===== src/rtl/dnn_macbuff_pkg.sv =====
// dnn_macbuff_pkg: shared FSM state type and width/latency helpers for the MAC buffer
package dnn_macbuff_pkg;
  typedef enum logic [1:0] {FILL, DRAIN, FULL, READ} fsm_state_t;
  function automatic int mac_lat(input int lanes);
    return 3 + $clog2(lanes);
  endfunction
  function automatic int result_w(input int ow, input int lanes);
    return 2 * ow + $clog2(lanes);
  endfunction
endpackage


===== src/rtl/dnn_adder_tree.sv =====
// dnn_adder_tree: pipelined pairwise reduction, one register per level, with valid and sideband.
module dnn_adder_tree #(
  parameter int LANES = 4,
  parameter int IW    = 33,
  parameter int OW    = 34,
  parameter int SB    = 2
) (
  input  logic                  clk,
  input  logic                  rst,
  input  logic                  valid_i,
  input  logic [SB-1:0]         sb_i,
  input  logic [LANES*IW-1:0]   in_i,
  output logic                  valid_o,
  output logic [SB-1:0]         sb_o,
  output logic [OW-1:0]         sum_o
);
  localparam int LV = $clog2(LANES);
  for (genvar l = 0; l <= LV; l++) begin : g_lv
    localparam int N = LANES >> l;
    logic [OW-1:0] s [N];
    logic v;
    logic [SB-1:0] sb;
    if (l == 0) begin : g_in
      // Products are sign-extended; unsigned products have a zero top bit so this is exact.
      for (genvar i = 0; i < LANES; i++) begin : g_ext
        assign s[i] = OW'($signed(in_i[i*IW +: IW]));
      end
      assign v = valid_i;
      assign sb = sb_i;
    end else begin : g_add
      always_ff @(posedge clk) begin
        v <= rst ? 1'b0 : g_lv[l-1].v;
        sb <= g_lv[l-1].sb;
        for (int k = 0; k < N; k++) s[k] <= g_lv[l-1].s[2*k] + g_lv[l-1].s[2*k+1];
      end
    end
  end
  assign valid_o = g_lv[LV].v;
  assign sb_o = g_lv[LV].sb;
  assign sum_o = g_lv[LV].s[0];
endmodule


===== src/rtl/multiplier_module.sv =====
// multiplier_module: two-stage W x W multiplier, signed or unsigned per operation.
// The product carries one extra sign bit so both modes share one signed datapath.
module multiplier_module #(
  parameter int W = 16
) (
  input  logic           clk,
  input  logic [W-1:0]   a_i,
  input  logic [W-1:0]   b_i,
  input  logic           signed_i,
  output logic [2*W:0]   p_o
);
  logic signed [W:0] a_x, b_x;
  logic signed [2*W+1:0] prod;
  logic [2*W:0] p_q;
  assign a_x = {signed_i & a_i[W-1], a_i};
  assign b_x = {signed_i & b_i[W-1], b_i};
  assign prod = a_x * b_x;
  always_ff @(posedge clk) begin
    p_q <= prod[2*W:0];
    p_o <= p_q;
  end
endmodule


===== src/rtl/dnn_macbuff_param.sv =====
// dnn_macbuff_param: LANES-wide dot-product engine that fills a 2-port result memory, then streams it back.
// Optional macro DNN_MACBUFF_RELU_EN adds relu_en, clamping negative signed results to zero.
module dnn_macbuff_param import dnn_macbuff_pkg::*; #(
  parameter int LANES         = 4,
  parameter int OPERAND_WIDTH = 16,
  parameter int ADDR_WIDTH    = 6,
  parameter int RESULT_WIDTH  = result_w(OPERAND_WIDTH, LANES)
) (
  input  logic                             CLK,
  input  logic                             RESET,
  input  logic                             EN_mac,
  output logic                             RDY_mac,
  input  logic [LANES*OPERAND_WIDTH-1:0]   mac_vectA,
  input  logic [LANES*OPERAND_WIDTH-1:0]   mac_vectB,
  input  logic                             mac_signed,
`ifdef DNN_MACBUFF_RELU_EN
  input  logic                             relu_en,
`endif
  output logic                             EN_writeMem,
  output logic [ADDR_WIDTH-1:0]            writeMem_addr,
  output logic [RESULT_WIDTH-1:0]          writeMem_val,
  input  logic                             EN_blockRead,
  input  logic [ADDR_WIDTH:0]              blockRead_len,
  output logic                             RDY_blockRead,
  output logic                             EN_readMem,
  output logic [ADDR_WIDTH-1:0]            readMem_addr,
  input  logic [RESULT_WIDTH-1:0]          readMem_val,
  output logic                             VALID_memVal,
  output logic [RESULT_WIDTH-1:0]          memVal_data
);
  localparam int OW = OPERAND_WIDTH;
  localparam int PW = 2 * OW + 1;
  localparam logic [ADDR_WIDTH:0] DEPTH_C = (ADDR_WIDTH+1)'(2 ** ADDR_WIDTH);
  fsm_state_t state_q, state_d;
  logic [ADDR_WIDTH:0] issue_q, issue_d, write_q, write_d, rd_q, rd_d, ret_q, ret_d, len_q, len_d;
  logic [LANES*OW-1:0] a_q, b_q;
  logic [LANES*PW-1:0] prod;
  logic sgn_q, relu_q, v1_q, pend_q, vld_q, accept, relu_in, tree_v;
  logic [1:0] vm_q, sb2_q, sb3_q, tree_sb;
  logic [RESULT_WIDTH-1:0] data_q, sum;
`ifdef DNN_MACBUFF_RELU_EN
  assign relu_in = relu_en;
`else
  assign relu_in = 1'b0;
`endif
  always_ff @(posedge CLK) begin
    v1_q <= !RESET && accept;
    vm_q <= RESET ? 2'b00 : {vm_q[0], v1_q};
    sb2_q <= {sgn_q, relu_q};
    sb3_q <= sb2_q;
    if (accept) begin
      a_q <= mac_vectA;
      b_q <= mac_vectB;
      sgn_q <= mac_signed;
      relu_q <= relu_in;
    end
  end
  for (genvar i = 0; i < LANES; i++) begin : g_mul
    multiplier_module #(.W(OW)) u_mul (
      .clk(CLK), .a_i(a_q[i*OW +: OW]), .b_i(b_q[i*OW +: OW]), .signed_i(sgn_q), .p_o(prod[i*PW +: PW])
    );
  end
  dnn_adder_tree #(.LANES(LANES), .IW(PW), .OW(RESULT_WIDTH), .SB(2)) u_tree (
    .clk(CLK), .rst(RESET), .valid_i(vm_q[1]), .sb_i(sb3_q), .in_i(prod),
    .valid_o(tree_v), .sb_o(tree_sb), .sum_o(sum)
  );
  // sideband is {signed, relu}; the value is forced to 0 when idle so the port is quiet
  assign EN_writeMem = tree_v;
  assign writeMem_addr = write_q[ADDR_WIDTH-1:0];
  assign writeMem_val = (tree_v && !(tree_sb[1] && tree_sb[0] && sum[RESULT_WIDTH-1])) ? sum : '0;
  assign readMem_addr = rd_q[ADDR_WIDTH-1:0];
  assign VALID_memVal = vld_q;
  assign memVal_data = data_q;
  always_comb begin
    state_d = state_q;
    issue_d = issue_q;
    write_d = write_q + {{ADDR_WIDTH{1'b0}}, tree_v};
    rd_d = rd_q;
    ret_d = ret_q;
    len_d = len_q;
    RDY_mac = state_q == FILL && issue_q < DEPTH_C;
    RDY_blockRead = state_q == FULL;
    EN_readMem = state_q == READ && rd_q < len_q;
    accept = EN_mac && RDY_mac;
    if (accept) issue_d = issue_q + 1'b1;
    if (EN_readMem) rd_d = rd_q + 1'b1;
    if (vld_q) ret_d = ret_q + 1'b1;
    if (accept && issue_q == DEPTH_C - 1'b1) state_d = DRAIN;
    if (state_q == DRAIN && write_q == DEPTH_C) state_d = FULL;
    if (state_q == FULL && EN_blockRead) begin
      state_d = READ;
      len_d = (blockRead_len == '0 || blockRead_len > DEPTH_C) ? DEPTH_C : blockRead_len;
    end
    if (state_q == READ && vld_q && ret_q == len_q - 1'b1) begin
      state_d = FILL;
      issue_d = '0;
      write_d = '0;
      rd_d = '0;
      ret_d = '0;
    end
  end
  always_ff @(posedge CLK) begin
    if (RESET) begin
      state_q <= FILL;
      issue_q <= '0;
      write_q <= '0;
      rd_q <= '0;
      ret_q <= '0;
      len_q <= '0;
      pend_q <= 1'b0;
      vld_q <= 1'b0;
      data_q <= '0;
    end else begin
      state_q <= state_d;
      issue_q <= issue_d;
      write_q <= write_d;
      rd_q <= rd_d;
      ret_q <= ret_d;
      len_q <= len_d;
      pend_q <= EN_readMem;
      vld_q <= pend_q;
      if (pend_q) data_q <= readMem_val;
    end
  end
endmodule


===== config.mk =====
export PLATFORM = sky130hd
export DESIGN_NAME = dnn_macbuff_param
export DESIGN_NICKNAME = d
export VERILOG_FILES = /design/src/rtl/dnn_macbuff_pkg.sv /design/src/rtl/dnn_adder_tree.sv /design/src/rtl/multiplier_module.sv /design/src/rtl/dnn_macbuff_param.sv
export SDC_FILE = /design/constraint.sdc
export NUM_CORES = 2
export LEC_CHECK = 0
export ABC_AREA = 1
export CORE_ASPECT_RATIO = 0.6
export CORE_MARGIN = 3
export CORE_UTILIZATION = 40
export CTS_CLUSTER_SIZE = 30
export DETAILED_ROUTE_END_ITERATION = 10
export GPL_TIMING_DRIVEN = 0
export PLACE_DENSITY = 0.62
export SLEW_MARGIN = 10
export SYNTH_ARGS = -nofsm -noshare
export SYNTH_HDL_FRONTEND = slang
export SYNTH_SLANG_ARGS = --single-unit

===== constraint.sdc =====
create_clock -name CLK -period 7.5 [get_ports CLK]
set_input_delay 0.75 -clock CLK [delete_from_list [all_inputs] [get_ports CLK]]
set_output_delay 0.75 -clock CLK [all_outputs]
set_load 0.01 [all_outputs]

==> metrics.cfg <==
[cts]
cts-root-buf=clkbuf_16
cts.sinks=573
clk_pin_slew_ns=0.06
cts_hold_buffers=0
clk_latency_ns=0.74
cts_buffer_depth=3
ctsHtreeMaxLevel=2
cts_tree=yes
post_cts_buffers=0
cts_resized=1
cts_buffers=59

[synthesis]
synth_edf_count=129
yosys_warnings=0
syn_avg_cell_area_um2=8.05
yosysSeqAreaShare_pct=19.0
syn_inst=8365
syn_area_um2=67300
synth_cell_types=45
synth-seq-cells=573
yosys_most_used_dff=dfxtp_1
async_flop_share_pct=0
syn-num-nets=10100

[drt]
drt_iter0_drc=4739
post-route-drc-count=0
ant_nets=0
wl_um=207000
vias_per_cell=4.86
first_pass_iters=6
avgRoutedWirePerCell_um=18.9
num_vias=53300

[sta]
fmax_ghz=0.141
relSlewSlack_pct=34.0
timing.final.crit_share_pct=94.7
maxSlewViolCount=0
finClkSkew_ns=0.0806
hold_viol_final=0
min_period_ns=7.10
rsz0062_at_grt=no
layout_setup_ws_ns=0.401
finalSetupViolCount=0
worst_pin_slew_ns=0.990

[die]
die_area_um2=173000
die-width_um=536
die-height_um=324
core_um2=165000
initial_core_util_pct=40.7
rows=115
ioPinCount=259

[critical_path]
cp-startpoint=b_q[55]$_DFFE_PP_
r2r_slack_ns=0.40
worst_path_max_delay_cell=clkbuf_1
path_common_cell=fa_1
reg2reg_depth=21
cp_slowest_stage_delay_ns=0.75
worstPathMaxFanout=10
required_ns=8.06
crit_path_end_kind=flip-flop
crit_arrival_ns=7.66
cp-start-kind=flip-flop
r2r_end=g_mul[3].u_mul.p_q[32]$_DFF_P_
r2r_start=b_q[55]$_DFFE_PP_
path_cells=clkbuf_1 > clkbuf_1 > nand2_1 > fa_1 > inv_1 > fa_1 > inv_1 > fa_1 > fa_1 > inv_1 > fa_1 > fa_1 > ha_1 > nand2_1 > nor2_1 > nand2_1 > o21bai_1 > nand3_1 > inv_1 > nand3_1 > nand2_1
critPathKind=reg -> reg

[worst_hold_path]
min_path_cells=0
hold_class=reg -> reg
min_from=g_mul[3].u_mul.p_q[20]$_DFF_P_
min_to=g_mul[3].u_mul.p_o[20]$_DFF_P_

[global_routing]
grt_pass1_vias=52600
grt_overflow_total=0
antenna_found_initial=11
grt_max_degree=77
track_usage_pct=24.2
grt_pass1_wl_um=318000

[placed_design]
routabilityCongestion=0.954
post-dp-hpwl_um=179000
post-place-ws_ns=-0.0730
portBuffers=258

[finish]
final_nets=10500
nFillCells=16500
area_growth_pct=11.2
final_layout_size_suffix_gt1_share_pct=2.21

[job]
maxCapViolCount=0

[run_status]
status=completed

==> per-stage QoR <==
step                utilization [%]  hold WS (ns)  area, µm²  setup TNS [ns]  cells
floorplan                         -         0.310      67300               0   8365
global placement               43.9         0.313      72700         -0.0537  10800
detailed placement             43.9         0.312      72700         -0.0730  10800
CTS                            45.2         0.250      74800               0  11000
global route                   45.2         0.250      74800               0  11000
finish                         45.2         0.262      74800               0  11000
==> layout make-up <==
| type | instances | area, µm² | area share, % |
|---|---|---|---|
| Antenna cell | 7 | 17.5 | 0.0234 |
| Buffer | 291 | 1160 | 1.56 |
| Inverter | 2190 | 8240 | 11.0 |
| Tap cell | 2223 | 2780 | 3.72 |
| Timing Repair Buffer | 259 | 2610 | 3.49 |
| Multi-Input combinational cell | 5309 | 45200 | 60.3 |
| Clock buffer | 74 | 1640 | 2.20 |
| Sequential cell | 573 | 12800 | 17.1 |
| Clock inverter | 35 | 458 | 0.612 |
==> cell usage in the layout (no fill, tap or decap), types with 25 or more instances in the layout <==
cell type        instances
inv_1                 2179
nand2_1               2141
fa_1                  1162
nor2_1                 502
dfxtp_1                444
ha_1                   443
clkbuf_1               258
clkdlybuf4s50_1        258
nand3_1                237
a21oi_1                236
o21ai_0                142
edfxtp_1               129
xor2_1                 127
nand4_1                 60
clkbuf_16               60
xnor2_1                 43
o21bai_1                32
nor3_1                  30
a21o_1                  25
==> routing by layer <==
layer | vias to the layer above | track usage [%] | wire (µm)
met2 | 2169 | 30.2 | 74700
met3 | 160 | 9.49 | 27200
li1 | 25000 | - | -
met4 | 2 | 3.62 | 2950
met5 | - | 0 | 13
met1 | 26000 | 38.6 | 102000
==> cells in the mapped netlist, types with 4 or more instances <==
| cell | number | area share (%) |
|---|---|---|
| buf_1 | 8 | 0.045 |
| xnor2_1 | 43 | 0.56 |
| buf_2 | 14 | 0.10 |
| nor4_1 | 13 | 0.12 |
| o21bai_1 | 32 | 0.36 |
| fa_1 | 1163 | 35 |
| nor2_1 | 503 | 2.8 |
| a21oi_1 | 236 | 1.8 |
| nand2_1 | 2143 | 12 |
| nor2_2 | 4 | 0.037 |
| o21ai_1 | 7 | 0.052 |
| nand2_2 | 8 | 0.074 |
| clkbuf_1 | 257 | 1.4 |
| ha_1 | 443 | 8.2 |
| nor3_2 | 10 | 0.15 |
| xor2_1 | 127 | 1.7 |
| a21boi_0 | 7 | 0.078 |
| buf_4 | 14 | 0.16 |
| nand2b_1 | 6 | 0.056 |
| nand3_1 | 237 | 1.8 |
| or2_1 | 4 | 0.037 |
| dfxtp_1 | 444 | 13 |
| o21a_1 | 8 | 0.089 |
| inv_1 | 2180 | 12 |
| or2_2 | 18 | 0.17 |
| nand4_1 | 60 | 0.56 |
| and2_1 | 4 | 0.037 |
| a31oi_1 | 6 | 0.056 |
| nand3b_1 | 10 | 0.11 |
| and3_1 | 6 | 0.056 |
| nor3_1 | 30 | 0.22 |
| o21ai_0 | 142 | 1.1 |
| a21o_1 | 25 | 0.28 |
| edfxtp_1 | 129 | 5.8 |
| inv_2 | 6 | 0.033 |
==> worst max-delay path by stage <==
stage | slack, ns | cells after the start | end
2_1_floorplan | 1.65 | 23 | g_mul[2].u_mul.p_q[31]$_DFF_P_
3_5_place_dp | -0.07 | 23 | g_mul[2].u_mul.p_q[32]$_DFF_P_
3_3_place_gp | -0.05 | 23 | g_mul[2].u_mul.p_q[32]$_DFF_P_
5_1_grt | 0.003 | 22 | g_mul[3].u_mul.p_q[32]$_DFF_P_
6_report | 0.40 | 21 | g_mul[3].u_mul.p_q[32]$_DFF_P_
4_1_cts | 0.16 | 23 | g_mul[2].u_mul.p_q[32]$_DFF_P_
==> sequential cells by signal (all words and copies together) (netlist names), 2 cells and up <==
register,count
vm_q,2
write_q,7
u_tree.g_lv.s,102
state_q,2
g_mul.u_mul.p_o,132
ret_q,7
b_q,64
rd_q,7
len_q,7
memVal_data,34
issue_q,7
g_mul.u_mul.p_q,132
a_q,64
==> cell families (layout without fill, tap and decap cells) <==
kind of cell | Yosys count | in the layout | share of synthesized area [%]
buffers and inverters | 2483 | 2849 | 14.0
flip-flops | 573 | 573 | 19.0
AND/OR/NAND/NOR | 3059 | 3059 | 18.2
XOR/XNOR | 170 | 170 | 2.21
multiplexers | 1 | 1 | 0.0149
AO/OA/AOI/OAI | 473 | 473 | 3.84
other | 0 | 7 | 0
adder cells (fa/ha/maj) | 1606 | 1606 | 42.8
==> worst max-delay path: cells and delay by family (launching register included) <==
| kind | cells | cell delay (ns) |
|---|---|---|
| AO/OA/AOI/OAI | 1 | 0.17 |
| AND/OR/NAND/NOR | 7 | 1.12 |
| buffers and inverters | 6 | 1.55 |
| adder cells (fa/ha/maj) | 7 | 3.72 |
| flip-flops | 1 | 0.34 |
Power is left out: the tool's default activity adds up to more than one toggle a clock period on the data nets, which glitch-free logic cannot reach.
